File: src/rtl/uart_parity_unit.sv
// UART parity unit: TX parity generator pipelined to the serializer load, and an
// RX parity checker that follows the deserializer's start/sample strobes and keeps
// sticky and saturating-count error status.
module uart_parity_unit #(
    parameter int DATA_WIDTH    = 8,
    parameter int ERR_CNT_WIDTH = 8
) (
    input  logic                     CLK,
    input  logic                     RST,
    input  logic                     PAR_EN,
    input  logic [1:0]               PAR_TYPE,
    input  logic [DATA_WIDTH-1:0]    TX_DATA,
    input  logic                     TX_tick,
    output logic                     par_bit,
    input  logic                     RX_start,
    input  logic                     RX_SAMPLE,
    input  logic                     RX_IN,
    input  logic                     ERR_CLR,
    output logic                     rx_busy,
    output logic                     rx_done,
    output logic                     par_err,
    output logic                     par_err_sticky,
    output logic [ERR_CNT_WIDTH-1:0] err_cnt
);

    localparam int CNT_W = $clog2(DATA_WIDTH);
    localparam logic [CNT_W-1:0] LAST_BIT = CNT_W'(DATA_WIDTH - 1);

    typedef enum logic [1:0] {
        ST_IDLE,
        ST_DATA,
        ST_PAR
    } rx_state_e;

    // Parity configuration frozen for the duration of one received frame.
    typedef struct packed {
        logic       en;
        logic [1:0] ptype;
    } rx_cfg_t;

    // Parity bit for a given type, from the XOR of the data bits.
    function automatic logic par_f(input logic [1:0] ptype, input logic xor_bits);
        case (ptype)
            2'b00:   return xor_bits;
            2'b01:   return ~xor_bits;
            2'b10:   return 1'b1;
            default: return 1'b0;
        endcase
    endfunction

    logic [DATA_WIDTH-1:0]    tx_data_q, tx_data_d;
    logic                     par_bit_q, par_bit_d;
    rx_state_e                state_q, state_d;
    logic                     acc_q, acc_d;
    logic [CNT_W-1:0]         cnt_q, cnt_d;
    rx_cfg_t                  cfg_q, cfg_d;
    logic                     done_q, done_d;
    logic                     err_q, err_d;
    logic                     sticky_q, sticky_d;
    logic [ERR_CNT_WIDTH-1:0] err_cnt_q, err_cnt_d;
    logic                     mismatch;

    // TX: capture the new word and emit parity of the previously captured word.
    always_comb begin
        // NOTE: every combinational output is given a default first so no path leaves it unassigned (no latch).
        tx_data_d = tx_data_q;
        par_bit_d = par_bit_q;
        if (TX_tick) begin
            tx_data_d = TX_DATA;
            par_bit_d = PAR_EN ? par_f(PAR_TYPE, ^tx_data_q) : 1'b1;
        end
    end

    // TX state register; par_bit idles at the stop level.
    always_ff @(posedge CLK or negedge RST) begin
        // NOTE: state uses non-blocking assignments so all registers update together at the edge.
        if (!RST) begin
            tx_data_q <= '0;
            par_bit_q <= 1'b1;
        end else begin
            tx_data_q <= tx_data_d;
            par_bit_q <= par_bit_d;
        end
    end

    // RX next-state: start always restarts the frame, samples advance it, errors beat clears.
    always_comb begin
        state_d   = state_q;
        acc_d     = acc_q;
        cnt_d     = cnt_q;
        cfg_d     = cfg_q;
        done_d    = 1'b0;
        err_d     = 1'b0;
        sticky_d  = sticky_q;
        err_cnt_d = err_cnt_q;
        mismatch  = 1'b0;

        if (ERR_CLR) begin
            sticky_d  = 1'b0;
            err_cnt_d = '0;
        end

        if (RX_start) begin
            state_d   = ST_DATA;
            acc_d     = 1'b0;
            cnt_d     = '0;
            cfg_d.en    = PAR_EN;
            cfg_d.ptype = PAR_TYPE;
        end else if (RX_SAMPLE) begin
            case (state_q)
                ST_DATA: begin
                    acc_d = acc_q ^ RX_IN;
                    cnt_d = cnt_q + CNT_W'(1);
                    if (cnt_q == LAST_BIT) begin
                        if (cfg_q.en) begin
                            state_d = ST_PAR;
                        end else begin
                            state_d = ST_IDLE;
                            done_d  = 1'b1;
                        end
                    end
                end
                ST_PAR: begin
                    state_d  = ST_IDLE;
                    done_d   = 1'b1;
                    mismatch = (RX_IN != par_f(cfg_q.ptype, acc_q));
                end
                default: ;
            endcase
        end

        if (mismatch) begin
            err_d    = 1'b1;
            sticky_d = 1'b1;
            if (ERR_CLR) begin
                err_cnt_d = ERR_CNT_WIDTH'(1);
            end else if (!(&err_cnt_q)) begin
                err_cnt_d = err_cnt_q + ERR_CNT_WIDTH'(1);
            end
        end
    end

    // RX state register; reset discards any frame in progress.
    always_ff @(posedge CLK or negedge RST) begin
        if (!RST) begin
            state_q   <= ST_IDLE;
            acc_q     <= 1'b0;
            cnt_q     <= '0;
            cfg_q     <= '0;
            done_q    <= 1'b0;
            err_q     <= 1'b0;
            sticky_q  <= 1'b0;
            err_cnt_q <= '0;
        end else begin
            state_q   <= state_d;
            acc_q     <= acc_d;
            cnt_q     <= cnt_d;
            cfg_q     <= cfg_d;
            done_q    <= done_d;
            err_q     <= err_d;
            sticky_q  <= sticky_d;
            err_cnt_q <= err_cnt_d;
        end
    end

    assign par_bit        = par_bit_q;
    assign rx_busy        = (state_q != ST_IDLE);
    assign rx_done        = done_q;
    assign par_err        = err_q;
    assign par_err_sticky = sticky_q;
    assign err_cnt        = err_cnt_q;

endmodule

File: config.mk
export PLATFORM = sky130hd
export DESIGN_NAME = uart_parity_unit
export DESIGN_NICKNAME = d
export VERILOG_FILES = /design/src/rtl/uart_parity_unit.sv
export SDC_FILE = /design/constraint.sdc
export NUM_CORES = 1
export LEC_CHECK = 0
export BUFFER_PORTS_ARGS = -buffer_cell sky130_fd_sc_hd__buf_2
export CAP_MARGIN = 20
export CORE_MARGIN = 2
export CORE_UTILIZATION = 53
export CTS_CLUSTER_DIAMETER = 200
export DETAILED_ROUTE_END_ITERATION = 8
export GPL_TIMING_DRIVEN = 0
export PLACE_DENSITY = 0.78
export RECOVER_POWER = 50
export SLEW_MARGIN = 15
export SYNTH_ARGS = -nofsm -noshare
export SYNTH_HDL_FRONTEND = slang
export SYNTH_SLANG_ARGS = --single-unit
File: constraint.sdc
create_clock -name CLK -period 2.17 [get_ports CLK]
set_clock_uncertainty 0.05 [all_clocks]
set_input_delay 0.217 -clock CLK [delete_from_list [all_inputs] [get_ports CLK]]
set_output_delay 0.217 -clock CLK [all_outputs]
set_load 0.02 [all_outputs]
==> results of run 1 <==
-- registers in the layout, indices dropped and copies added (netlist names) --
signal and count:
par_err_sticky 1, par_bit 1, state_q 2, cnt_q 3
acc_q 1, tx_data_q 8, err_cnt 8, cfg_q 3
par_err 1, rx_done 1
-- per-layer routing --
| layer | vias to the layer above | global-route usage |
|---|---|---|
| met2 | 19 | 0.349 |
| met4 | 0 | 0.0850 |
| met1 | 537 | 0.211 |
| li1 | 539 | - |
| met3 | 2 | 0.0806 |
| met5 | - | 0 |
-- Yosys cell counts (all sizes together), types with 3 or more instances --
master,n,share of area
nor4,3,0.013
ha,6,0.051
xor2,3,0.018
nand2,12,0.032
a21oi,3,0.010
o22ai,3,0.013
nand3,7,0.024
mux2,11,0.084
inv,6,0.015
dfrtp,28,0.48
nor2,14,0.036
xnor2,11,0.076
-- critical path, cell delays in order (launching register included) --
cell and delay, ps:
dfrtp_1 450, ha_1 240, nand4_1 140, nor2_1 290
or3_4 200, mux2i_1 190, nor2_1 60
-- cell usage in the layout (no fill, tap or decap) --
cell type       n
buf_1           1
a21oi_1         3
nand4_1         2
mux2i_1         2
and3_1          1
dfstp_2         1
and4b_1         1
nor2_1         14
nand2_2         1
inv_1           6
xnor2_1         9
a22oi_1         1
ha_1            6
xor2_1          3
nor2b_1         2
nand3b_1        1
mux2_2         11
or3_4           1
nor3b_1         1
nand3_1         7
nor3_1          2
a21o_1          1
clkinv_2        2
nand2_1        11
nor4_1          3
dlygate4sd3_1   1
clkbuf_1        5
nor4b_2         2
clkbuf_4        5
o22ai_1         3
buf_2          27
o21ai_0         2
dfrtp_1        28
o211a_1         1
xnor2_2         2
a211oi_1        1
o211ai_1        1
-- power by group through the flow --
stage,logic [W],clock network (W),registers (W)
final,0.000175,0.000302,0.000596
after detailed placement,0.000177,0,0.000608
after global routing,0.000195,0.000350,0.000601
after CTS,0.000179,0.000316,0.000597
after global placement,0.000170,0,0.000605
after floorplan,0.000118,0,0.000611
-- final timing paths --
kind | to | slack (ps) | cells past startpoint
max reg2reg | err_cnt[1] | 420 | 6
min reg2reg | tx_data_q[2] | 480 | 1
min | tx_data_q[1] | 70 | 2
max | err_cnt[1] | 420 | 6
max in group asynchronous | state_q[0] | 460 | 2
min in group asynchronous | err_cnt[5] | 740 | 2
-- per-stage QoR --
step / instances / utilization
floorplan: 134 / -
global placement: 193 / 0.613
detailed placement: 193 / 0.613
CTS: 202 / 0.636
global route: 202 / 0.635
finish: 202 / 0.635
-- cell type report --
cell class / count / area (um2)
Buffer: 4 / 16.3
Clock buffer: 6 / 41.3
Clock inverter: 2 / 10.0
Fill cell: 232 / 981
Inverter: 6 / 22.5
Multi-Input combinational cell: 95 / 702
Sequential cell: 29 / 727
Tap cell: 31 / 38.8
Timing Repair Buffer: 29 / 148
-- cells by family (layout without fill, tap and decap cells) --
family,Yosys count,after routing,share of synthesized area
compound gates,13,13,0.0571
xor+xnor,14,14,0.0938
fa+ha+maj,6,6,0.0511
buf+inv,10,47,0.0264
flops,29,29,0.495
mux,13,13,0.0980
simple gates,49,49,0.178
==> metrics.md, run 1 <==
| Metric | Value |
|---|---|
| Outcome | `finished, violations left` |
| Violated checks | `capacitance limit, slew limit` |
| # nets final | `194` |
| Period utilization | `0.808` |
| Layout area overhead | `16.2%` |
| Clk pin slew, worst setup/hold paths | `90 ps` |
| Share of layout cells above drive strength 1 | `0.304` |
| Place WS | `469 ps` |
| # diodes | `0` |
| Worst hold path type | `in -> reg` |
| CP endpoint kind | `register` |
| GP Congestion | `0.800` |
| Vias per Instance | `5.43` |
| Core area | `2690 um2` |
| Post-CTS setup repair buffer count | `0` |
| Synth async-reset ratio | `1.00` |
| Total wire length | `2.59 mm` |
| DPL Wire Length | `2.02 mm` |
| EDFF count, synth | `0` |
| Longest Clk Path Bufs | `2` |
| # hold bufs at CTS | `1` |
| Flop pwr share | `0.556` |
| Post-place instance area | `1650 um2` |
| Worst rel slew slack | `-0.000667` |
| Die Height | `56.6 um` |
| PwrDens | `629 nW/um2` |
| Tot Pwr | `0.00107 W` |
| RSZ-0062 raised after global routing | `no` |
| Final WS setup | `418 ps` |
| Remaining Overflow, GRT | `0` |
| Metal3 WL | `121 um` |
| Root buf cell | `clkbuf_4` |
| Total GRT Usage | `0.200` |
| Netlist cell types | `34` |
| Vias in the first global route | `1128` |
| Min-delay src | `TX_DATA[1]` |
| Die Area | `3210 um2` |
| IO Pins | `31` |
| Total leakage power | `0.801 nW` |
| Post-CTS Resized | `0` |
| Total number of vias | `1097` |
| CP Class | `reg -> reg` |
| Sum Neg Setup Slack | `0 ps` |
| DR WL/cell | `12.8 um` |
| Routed Antenna Nets | `0` |
| # DRC | `0` |
| Design area | `1710 um2` |
| Min Tclk post-route | `1750 ps` |
| CTS tree | `yes` |
| Metal-1 WL | `1.00 mm` |
| Synth Net Count | `158` |
| Ys flop type | `dfrtp_1` |
| Post-synthesis sequential area ratio | `0.495` |
| Final hold violations | `0` |
| H-tree levels | `2` |
| Critical Path Fanout Max | `6` |
| R2r startpoint | `err_cnt[0]` |
| Initial Util | `0.546` |
| CTS Buf Count | `5` |
| First-pass GRT wire length | `4.80 mm` |
| PortBufs | `28` |
| Top routing layer used | `met4` |
| Netlist Area Pre-Place | `1470 um2` |
| CP Launch Type | `register` |
| Sink Count | `29` |
| Seq cells post-synth | `29` |
| Starting DRT DRC Count | `42` |
| Syn Inst Count | `134` |
| Logic pwr share | `0.163` |
| Largest net degree at the start of global routing | `30` |
| Clock power frac | `0.281` |
| Sw frac | `0.270` |
| Clk_lat worst skew | `320 ps` |
| Die width | `56.6 um` |
| Std-Cell Rows | `19` |
| Slew Limit Fails | `29` |
| Met2 WL | `1.45 mm` |
| Int Pwr | `0.000783 W` |
| Mean Syn Cell Area | `11.0 um2` |
| Initial antenna violation count | `0` |
| Final Setup Violations | `0` |
| Critical Path RT | `2310 ps` |
| Net Switching | `0.000290 W` |
| Peak supply drop | `0.464 mV` |
| Crit. Startpoint | `err_cnt[0]` |
| Ys Warns | `0` |
| Hold WS | `69.1 ps` |
| Fmax | `571 MHz` |
| Least-Margin Pin Slew | `1500 ps` |
| # Max-Cap Violations | `1` |
| Arrival time worst endpoint | `1900 ps` |
| Drt pass-1 iters | `4` |
Note: power is estimated with default switching activity, not from simulation.
==> run 2, diff against run 1 <==
Settings changed: ABC_AREA set to 1, CORE_UTILIZATION 53 to 49, PLACE_DENSITY 0.78 to 0.75.
Clock period 2.17 ns to 1.4 ns, I/O delays scaled along.
==> run 2 against run 1 <==
Net effect:
- the run ends with setup timing left
- synthesized area grew 8.1%
- hold slack worse by 22 ps
- sequential cell count unchanged
- synthesized cell count up 56%
- cell count is 56% higher
- clock-buffer cell count increased by 1
- core utilization rose by 8.8 points
- via count increased by 38%
- sequential power up 56%
- global-route usage up 0.87 points
- critical path depth grew 2
- critical endpoint is now err_cnt[5]
==> metrics.md, run 2 <==
| Metric | Value |
|---|---|
| First-pass GRT wire length | `5.67 mm (was 4.80 mm)` |
| Top routing layer used | `met4 (unchanged)` |
| Synth area leaders | `dfrtp_1 44%, nand2_1 18%, inv_1 6.4%, nand3_1 5.0%, o21ai_0 5.0% (was dfrtp_1 48%, mux2_2 8.4%, xnor2_1 5.4%, ha_1 5.1%, nor2_1 3.6%)` |
| # nets final | `295 (was 194)` |
| Area fraction of the dominant cell type after synthesis | `0.442 (was 0.477)` |
| Core area | `3080 um2 (was 2690 um2)` |
| Commonest cells in the netlist | `76 x nand2_1, 28 x dfrtp_1, 27 x inv_1 (was 28 x dfrtp_1, 14 x nor2_1, 11 x mux2_2, 11 x nand2_1, 9 x xnor2_1)` |
| # DRC | `0 (unchanged)` |
| Initial Util | `0.515 (was 0.546)` |
| Longest Clk Path Bufs | `2 (unchanged)` |
| DPL Wire Length | `2.14 mm (was 2.02 mm)` |
| Routed Antenna Nets | `0 (unchanged)` |
| Metal3 WL | `130 um (was 121 um)` |
| GP Congestion | `0.823 (was 0.800)` |
| Netlist Area Pre-Place | `1590 um2 (was 1470 um2)` |
| Syn Inst Count | `209 (was 134)` |
| Final Setup Violations | `7 (was 0)` |
| RSZ-0062 raised after global routing | `yes (was no)` |
| Initial antenna violation count | `0 (unchanged)` |
| Die Area | `3710 um2 (was 3210 um2)` |
| Critical Path RT | `1610 ps (was 2310 ps)` |
| Arrival time worst endpoint | `1680 ps (was 1900 ps)` |
| Total leakage power | `1.17 nW (was 0.801 nW)` |
| Period utilization | `1.05 (was 0.808)` |
| CP Class | `reg -> reg (unchanged)` |
| Seq cells post-synth | `29 (unchanged)` |
| Top-count cell post-synth | `nand2_1 (was dfrtp_1)` |
| # Max-Cap Violations | `0 (was 1)` |
| CTS tree | `yes (unchanged)` |
| Total number of vias | `1514 (was 1097)` |
| Placed cell count | `281 (was 193)` |
| Fmax | `678 MHz (was 571 MHz)` |
| CTS Buf Count | `5 (unchanged)` |
| Min Tclk post-route | `1470 ps (was 1750 ps)` |
| Ys flop type | `dfrtp_1 (unchanged)` |
| Starting DRT DRC Count | `24 (was 42)` |
| Leading cell types in the layout, fill and taps excluded | `68 x nand2_1, 27 x buf_2, 25 x dfrtp_1 (was 28 x dfrtp_1, 27 x buf_2, 14 x nor2_1)` |
| Violated checks | `setup timing (was capacitance limit, slew limit)` |
| Die width | `60.9 um (was 56.6 um)` |
| Commonest non-fill, non-tap cell in the layout | `nand2_1 (was dfrtp_1)` |
| Clk_lat worst skew | `330 ps (was 320 ps)` |
| Layout area overhead | `40.2% (was 16.2%)` |
| Synth Net Count | `233 (was 158)` |
| Yosys top cell by area | `dfrtp_1 (unchanged)` |
| PwrDens | `832 nW/um2 (was 629 nW/um2)` |
| Share of layout cells above drive strength 1 | `0.335 (was 0.304)` |
| Peak supply drop | `0.570 mV (was 0.464 mV)` |
| Outcome | `finished, violations left (unchanged)` |
| Clk pin slew, worst setup/hold paths | `100 ps (was 90 ps)` |
| Total GRT Usage | `0.209 (was 0.200)` |
| Least-Margin Pin Slew | `691 ps (was 1500 ps)` |
| Vias in the first global route | `1341 (was 1128)` |
| Drt pass-1 iters | `4 (unchanged)` |
| DR WL/cell | `11.1 um (was 12.8 um)` |
| FILL cells | `270 (was 232)` |
| Sink Count | `29 (unchanged)` |
| Vias per Instance | `4.79 (was 5.43)` |
| IO Pins | `31 (unchanged)` |
| Slew Limit Fails | `0 (was 29)` |
| Synth async-reset ratio | `1.00 (unchanged)` |
| Post-synthesis sequential area ratio | `0.458 (was 0.495)` |
| Remaining Overflow, GRT | `0 (unchanged)` |
| H-tree levels | `2 (unchanged)` |
| Final core utilization | `0.723 (was 0.635)` |
| CP endpoint kind | `register (unchanged)` |
| Die Height | `60.9 um (was 56.6 um)` |
| Layout Cells excl Fill | `316 (was 202)` |
| Largest net degree at the start of global routing | `30 (unchanged)` |
| Worst rel slew slack | `0.539 (was -0.000667)` |
| EDFF count, synth | `0 (unchanged)` |
| Met2 WL | `1.80 mm (was 1.45 mm)` |
| PortBufs | `28 (unchanged)` |
| CP Launch Type | `register (unchanged)` |
| Std-Cell Rows | `20 (was 19)` |
| Netlist cell types | `25 (was 34)` |
| Worst hold stages | `2 (unchanged)` |
| Worst hold path type | `in -> reg (unchanged)` |
| Ys Warns | `0 (unchanged)` |
| Final hold violations | `0 (unchanged)` |
| # diodes | `0 (unchanged)` |
| Total wire length | `3.50 mm (was 2.59 mm)` |
| R2r worst-path depth | `8 (was 6)` |
| Root buf cell | `clkbuf_4 (unchanged)` |
| Final WS setup | `-74.0 ps (was 418 ps)` |
| Mean Syn Cell Area | `7.59 um2 (was 11.0 um2)` |
| Critical Path Fanout Max | `6 (unchanged)` |
| Metal-1 WL | `1.53 mm (was 1.00 mm)` |
## run 2: cell types whose count changed after synthesis, moves of 3 or more
cell and delta:
nand3_1 +9, mux2_2 -11, inv_1 +21, xnor2_1 -7
o22ai_1 -3, nor2_1 -5, nor4_1 -3, o21ai_0 +14
nand2_1 +65
## run 2: path summary, 6_finish.rpt
kind | from | slack [ps] | endpoint
max | err_cnt[1] | -70 | err_cnt[5]
min | RX_start | 50 | acc_q
max in group asynchronous | RST | 480 | err_cnt[0]
min in group asynchronous | RST | 330 | tx_data_q[6]
min reg2reg | par_err_sticky | 440 | par_err_sticky
max reg2reg | err_cnt[1] | -70 | err_cnt[5]
## run 2: kinds of logic after synthesis
logic type	share of synthesized area
DFF	0.458
xor gates and xnor gates	0.0276
buffers and inverters	0.0844
and+or+nand+nor	0.295
adders and majority gates	0.0473
AOI/OAI and AO/OA	0.0875
## run 2: area by class of cell
class / count / area, um2 / share of cell area
Buffer: 5 / 28.8 / 0.0129
Clock buffer: 7 / 45.0 / 0.0202
Clock inverter: 1 / 5.00 / 0.00225
Inverter: 28 / 105 / 0.0472
Multi-Input combinational cell: 147 / 881 / 0.396
Sequential cell: 29 / 731 / 0.328
Tap cell: 44 / 55.1 / 0.0247
Timing Repair Buffer: 55 / 374 / 0.168
## run 2: what timing repair did
action                                  in CTS  in global routing
hold endpoints to repair                    40                  0
endpoints found under the setup margin       9                 12
pin swaps                                    4                 10
gates cloned                                 1                  0
hold buffers                                12                  0
setup buffers                                5                  9
gates resized for setup                      8                 36
## run 2: stage by stage
| stage | setup WS (ps) | instance area [um2] | power, W | hold slack, ps | TNS, ps |
|---|---|---|---|---|---|
| finish | -74.0 | 2220 | 0.00185 | 47.3 | -224 |
| global route | -155 | 2220 | 0.00197 | 53.4 | -906 |
| CTS | 0.463 | 2040 | 0.00178 | 30.3 | 0 |
| detailed placement | -95.3 | 1800 | 0.00125 | 149 | -488 |
| global placement | -93.3 | 1800 | 0.00124 | 148 | -421 |
| floorplan | -44.9 | 1610 | 0.00115 | -206 | -90.4 |
## run 2: per-layer routing
metal  vias up  global-route usage
met4         0              0.0745
li1        778                   -
met1       696               0.260
met2        33               0.352
met5         -                   0
met3         7              0.0512
## run 2: power by group
part           switching [W]  internal, W  leakage, nW
registers          0.0000391     0.000893        0.371
clock network       0.000293     0.000195       0.0293
logic               0.000245     0.000184        0.772
## run 2: worst max-delay path, cell delays in order (launching register included)
cell	delay [ps]
dfrtp_2	400
ha_4	150
nand3_4	70
nor2_4	110
nand2_2	90
nor2_4	210
buf_4	150
o21ai_2	40
o21ai_1	110
==> run 3, diff against run 2 <==
Settings changed: ABC_CLOCK_PERIOD_IN_PS set to 1400, SKIP_CTS_REPAIR_TIMING set to 1.
==> run 3 against run 2 <==
Net effect:
- the flow finishes with violations (hold timing, setup timing)
- combinational power shrank 4%
- die area stayed put
- global-route usage fell by 1.8 points
- via count rose by 0.33%
- clock power is 0.8% lower
- sequential share of layout area hardly changed
- first-iteration DRC count increased by 120%
- total power is 1.1% lower
- design area decreased by 0.22%
- wire length grew 0.63%
- non-clock buffer count stayed put
- sequential cell count unchanged
- critical endpoint is now err_cnt[2]
==> metrics.md, run 3 (synthesis gave the netlist of run 2 again) <==
| Metric | Value |
|---|---|
| Multi-input gate area in the final layout | `856 um2 (was 881 um2)` |
| Logic pwr share | `0.225 (was 0.232)` |
| Design area | `2220 um2 (about the same)` |
| PwrDens | `824 nW/um2 (was 832 nW/um2)` |
| Violated checks | `hold timing, setup timing (was setup timing)` |
| CP endpoint kind | `register (unchanged)` |
| # diodes | `0 (unchanged)` |
| Routed Antenna Nets | `0 (unchanged)` |
| Total wire length | `3.52 mm (was 3.50 mm)` |
| H-tree levels | `2 (unchanged)` |
| Worst rel slew slack | `0.531 (was 0.539)` |
| Outcome | `finished, violations left (unchanged)` |
| Vias in the first global route | `1206 (was 1341)` |
| Period utilization | `1.05 (about the same)` |
| Starting DRT DRC Count | `53 (was 24)` |
| Crit. Startpoint | `err_cnt[0] (was err_cnt[1])` |
| Sw frac | `0.308 (was 0.312)` |
| Critical Path RT | `1570 ps (was 1610 ps)` |
| # nets final | `295 (unchanged)` |
| Share of layout cells above drive strength 1 | `0.327 (was 0.335)` |
| PortBufs | `28 (unchanged)` |
| Layout area overhead | `39.9% (was 40.2%)` |
| Metal-1 WL | `1.54 mm (was 1.53 mm)` |
| CTS tree | `yes (unchanged)` |
| Vias per Instance | `4.81 (was 4.79)` |
| IO Pins | `31 (unchanged)` |
| Tot Pwr | `0.00183 W (was 0.00185 W)` |
| Slew Limit Fails | `0 (unchanged)` |
| Reg area | `729 um2 (was 731 um2)` |
| Remaining Overflow, GRT | `0 (unchanged)` |
| Final Setup Violations | `8 (was 7)` |
| Die Area | `3710 um2 (unchanged)` |
| Critical Path Fanout Max | `6 (unchanged)` |
| Sink Count | `29 (unchanged)` |
| Initial Util | `0.515 (unchanged)` |
| DPL Wire Length | `2.14 mm (unchanged)` |
| CTS Buf Count | `5 (unchanged)` |
| Hold WS | `-19.9 ps (was 47.3 ps)` |
| FILL cells | `250 (was 270)` |
| Sum Neg Setup Slack | `-356 ps (was -224 ps)` |
| Drt pass-1 iters | `4 (unchanged)` |
| Arrival time worst endpoint | `1640 ps (was 1680 ps)` |
| Leading cell types in the layout, fill and taps excluded | `69 x nand2_1, 28 x buf_2, 26 x dfrtp_1 (was 68 x nand2_1, 27 x buf_2, 25 x dfrtp_1)` |
| DR WL/cell | `11.1 um (about the same)` |
| Post-place instance area | `1800 um2 (unchanged)` |
| GP Congestion | `0.823 (unchanged)` |
| Final core utilization | `0.721 (was 0.723)` |
| RSZ-0062 raised after global routing | `yes (unchanged)` |
| Fmax | `680 MHz (was 678 MHz)` |
| Net Switching | `0.000563 W (was 0.000577 W)` |
| Die Height | `60.9 um (unchanged)` |
| # DRC | `0 (unchanged)` |
| Flop pwr share | `0.511 (was 0.504)` |
| Met2 WL | `1.78 mm (was 1.80 mm)` |
| Final hold violations | `1 (was 0)` |
| Worst hold path type | `in -> reg (unchanged)` |
| Place WS | `-95.3 ps (unchanged)` |
| Int Pwr | `0.00127 W (about the same)` |
| Final WS setup | `-71.2 ps (was -74.0 ps)` |
| Largest net degree at the start of global routing | `30 (unchanged)` |
| Top routing layer used | `met4 (unchanged)` |
| # Max-Cap Violations | `0 (unchanged)` |
| First-pass GRT wire length | `5.16 mm (was 5.67 mm)` |
| R2r setup slk | `-70 ps (about the same)` |
| Metal3 WL | `133 um (was 130 um)` |
| Total GRT Usage | `0.190 (was 0.209)` |
| CP Class | `reg -> reg (unchanged)` |
| Std-Cell Rows | `20 (unchanged)` |
| Root buf cell | `clkbuf_4 (unchanged)` |
| CP Launch Type | `register (unchanged)` |
| Longest Clk Path Bufs | `2 (unchanged)` |
| Total number of vias | `1519 (was 1514)` |
| R2r startpoint | `err_cnt[0] (was err_cnt[1])` |
| Total leakage power | `1.21 nW (was 1.17 nW)` |
| Core area | `3080 um2 (unchanged)` |
| Die width | `60.9 um (unchanged)` |
| Initial antenna violation count | `0 (unchanged)` |
| Min Tclk post-route | `1470 ps (about the same)` |
| Min-delay src | `PAR_TYPE[1] (was RX_start)` |
| Commonest non-fill, non-tap cell in the layout | `nand2_1 (unchanged)` |
| Clk_lat worst skew | `330 ps (about the same)` |
| Clock power frac | `0.264 (about the same)` |
| Clk pin slew, worst setup/hold paths | `100 ps (about the same)` |
| Peak supply drop | `0.499 mV (was 0.570 mV)` |
| Least-Margin Pin Slew | `703 ps (was 691 ps)` |
run 3: cell types whose count changed in the layout (fill, tap and decap cells not counted), sizes merged:
cell         before  now
buf              43   46
clkbuf           12   11
dlygate4sd3      12   10
run 3: through the flow:
step,hold WS [ps],instances
CTS,-207,289
finish,-19.9,316
floorplan,-206,209
global placement,148,281
detailed placement,149,281
global route,0.0712,316
run 3: path summary, 6_finish.rpt:
check                                 end  depth (start not counted)
min in group asynchronous        cfg_q[1]                          2
max reg2reg                    err_cnt[2]                          8
min                              cfg_q[1]                          3
min reg2reg                par_err_sticky                          2
max                            err_cnt[2]                          8
max in group asynchronous      err_cnt[0]                          2
run 3: power groups by stage:
stage | registers, W | clock network [W] | logic, W
final | 0.000934 | 0.000484 | 0.000411
after global routing | 0.000943 | 0.000546 | 0.000469
after CTS | 0.000929 | 0.000493 | 0.000307
after detailed placement | 0.000945 | 0 | 0.000306
after global placement | 0.000943 | 0 | 0.000299
after floorplan | 0.000947 | 0 | 0.000206
run 3: critical path: stages, from the launching register on:
cell and delay, ps:
dfrtp_2 410, ha_4 160, nand3_4 70, nor2_4 140, nand2_4 80, nor2_4 200
nor2_4 70, a21oi_2 120, nor2_1 60
run 3: routing by layer:
layer | vias to the layer above | GRT usage
met5 | - | 0
met4 | 0 | 0.0745
met3 | 11 | 0.0512
met2 | 34 | 0.300
met1 | 698 | 0.251
li1 | 776 | -
run 3: final cells by class:
type	count	area share
plain buffers	5	0.0147
clock buffers	7	0.0203
clock inverters	1	0.00225
inverters	28	0.0474
multi-input cells	147	0.386
flip-flops and latches	29	0.329
well taps	44	0.0248
repair buffers	55	0.176
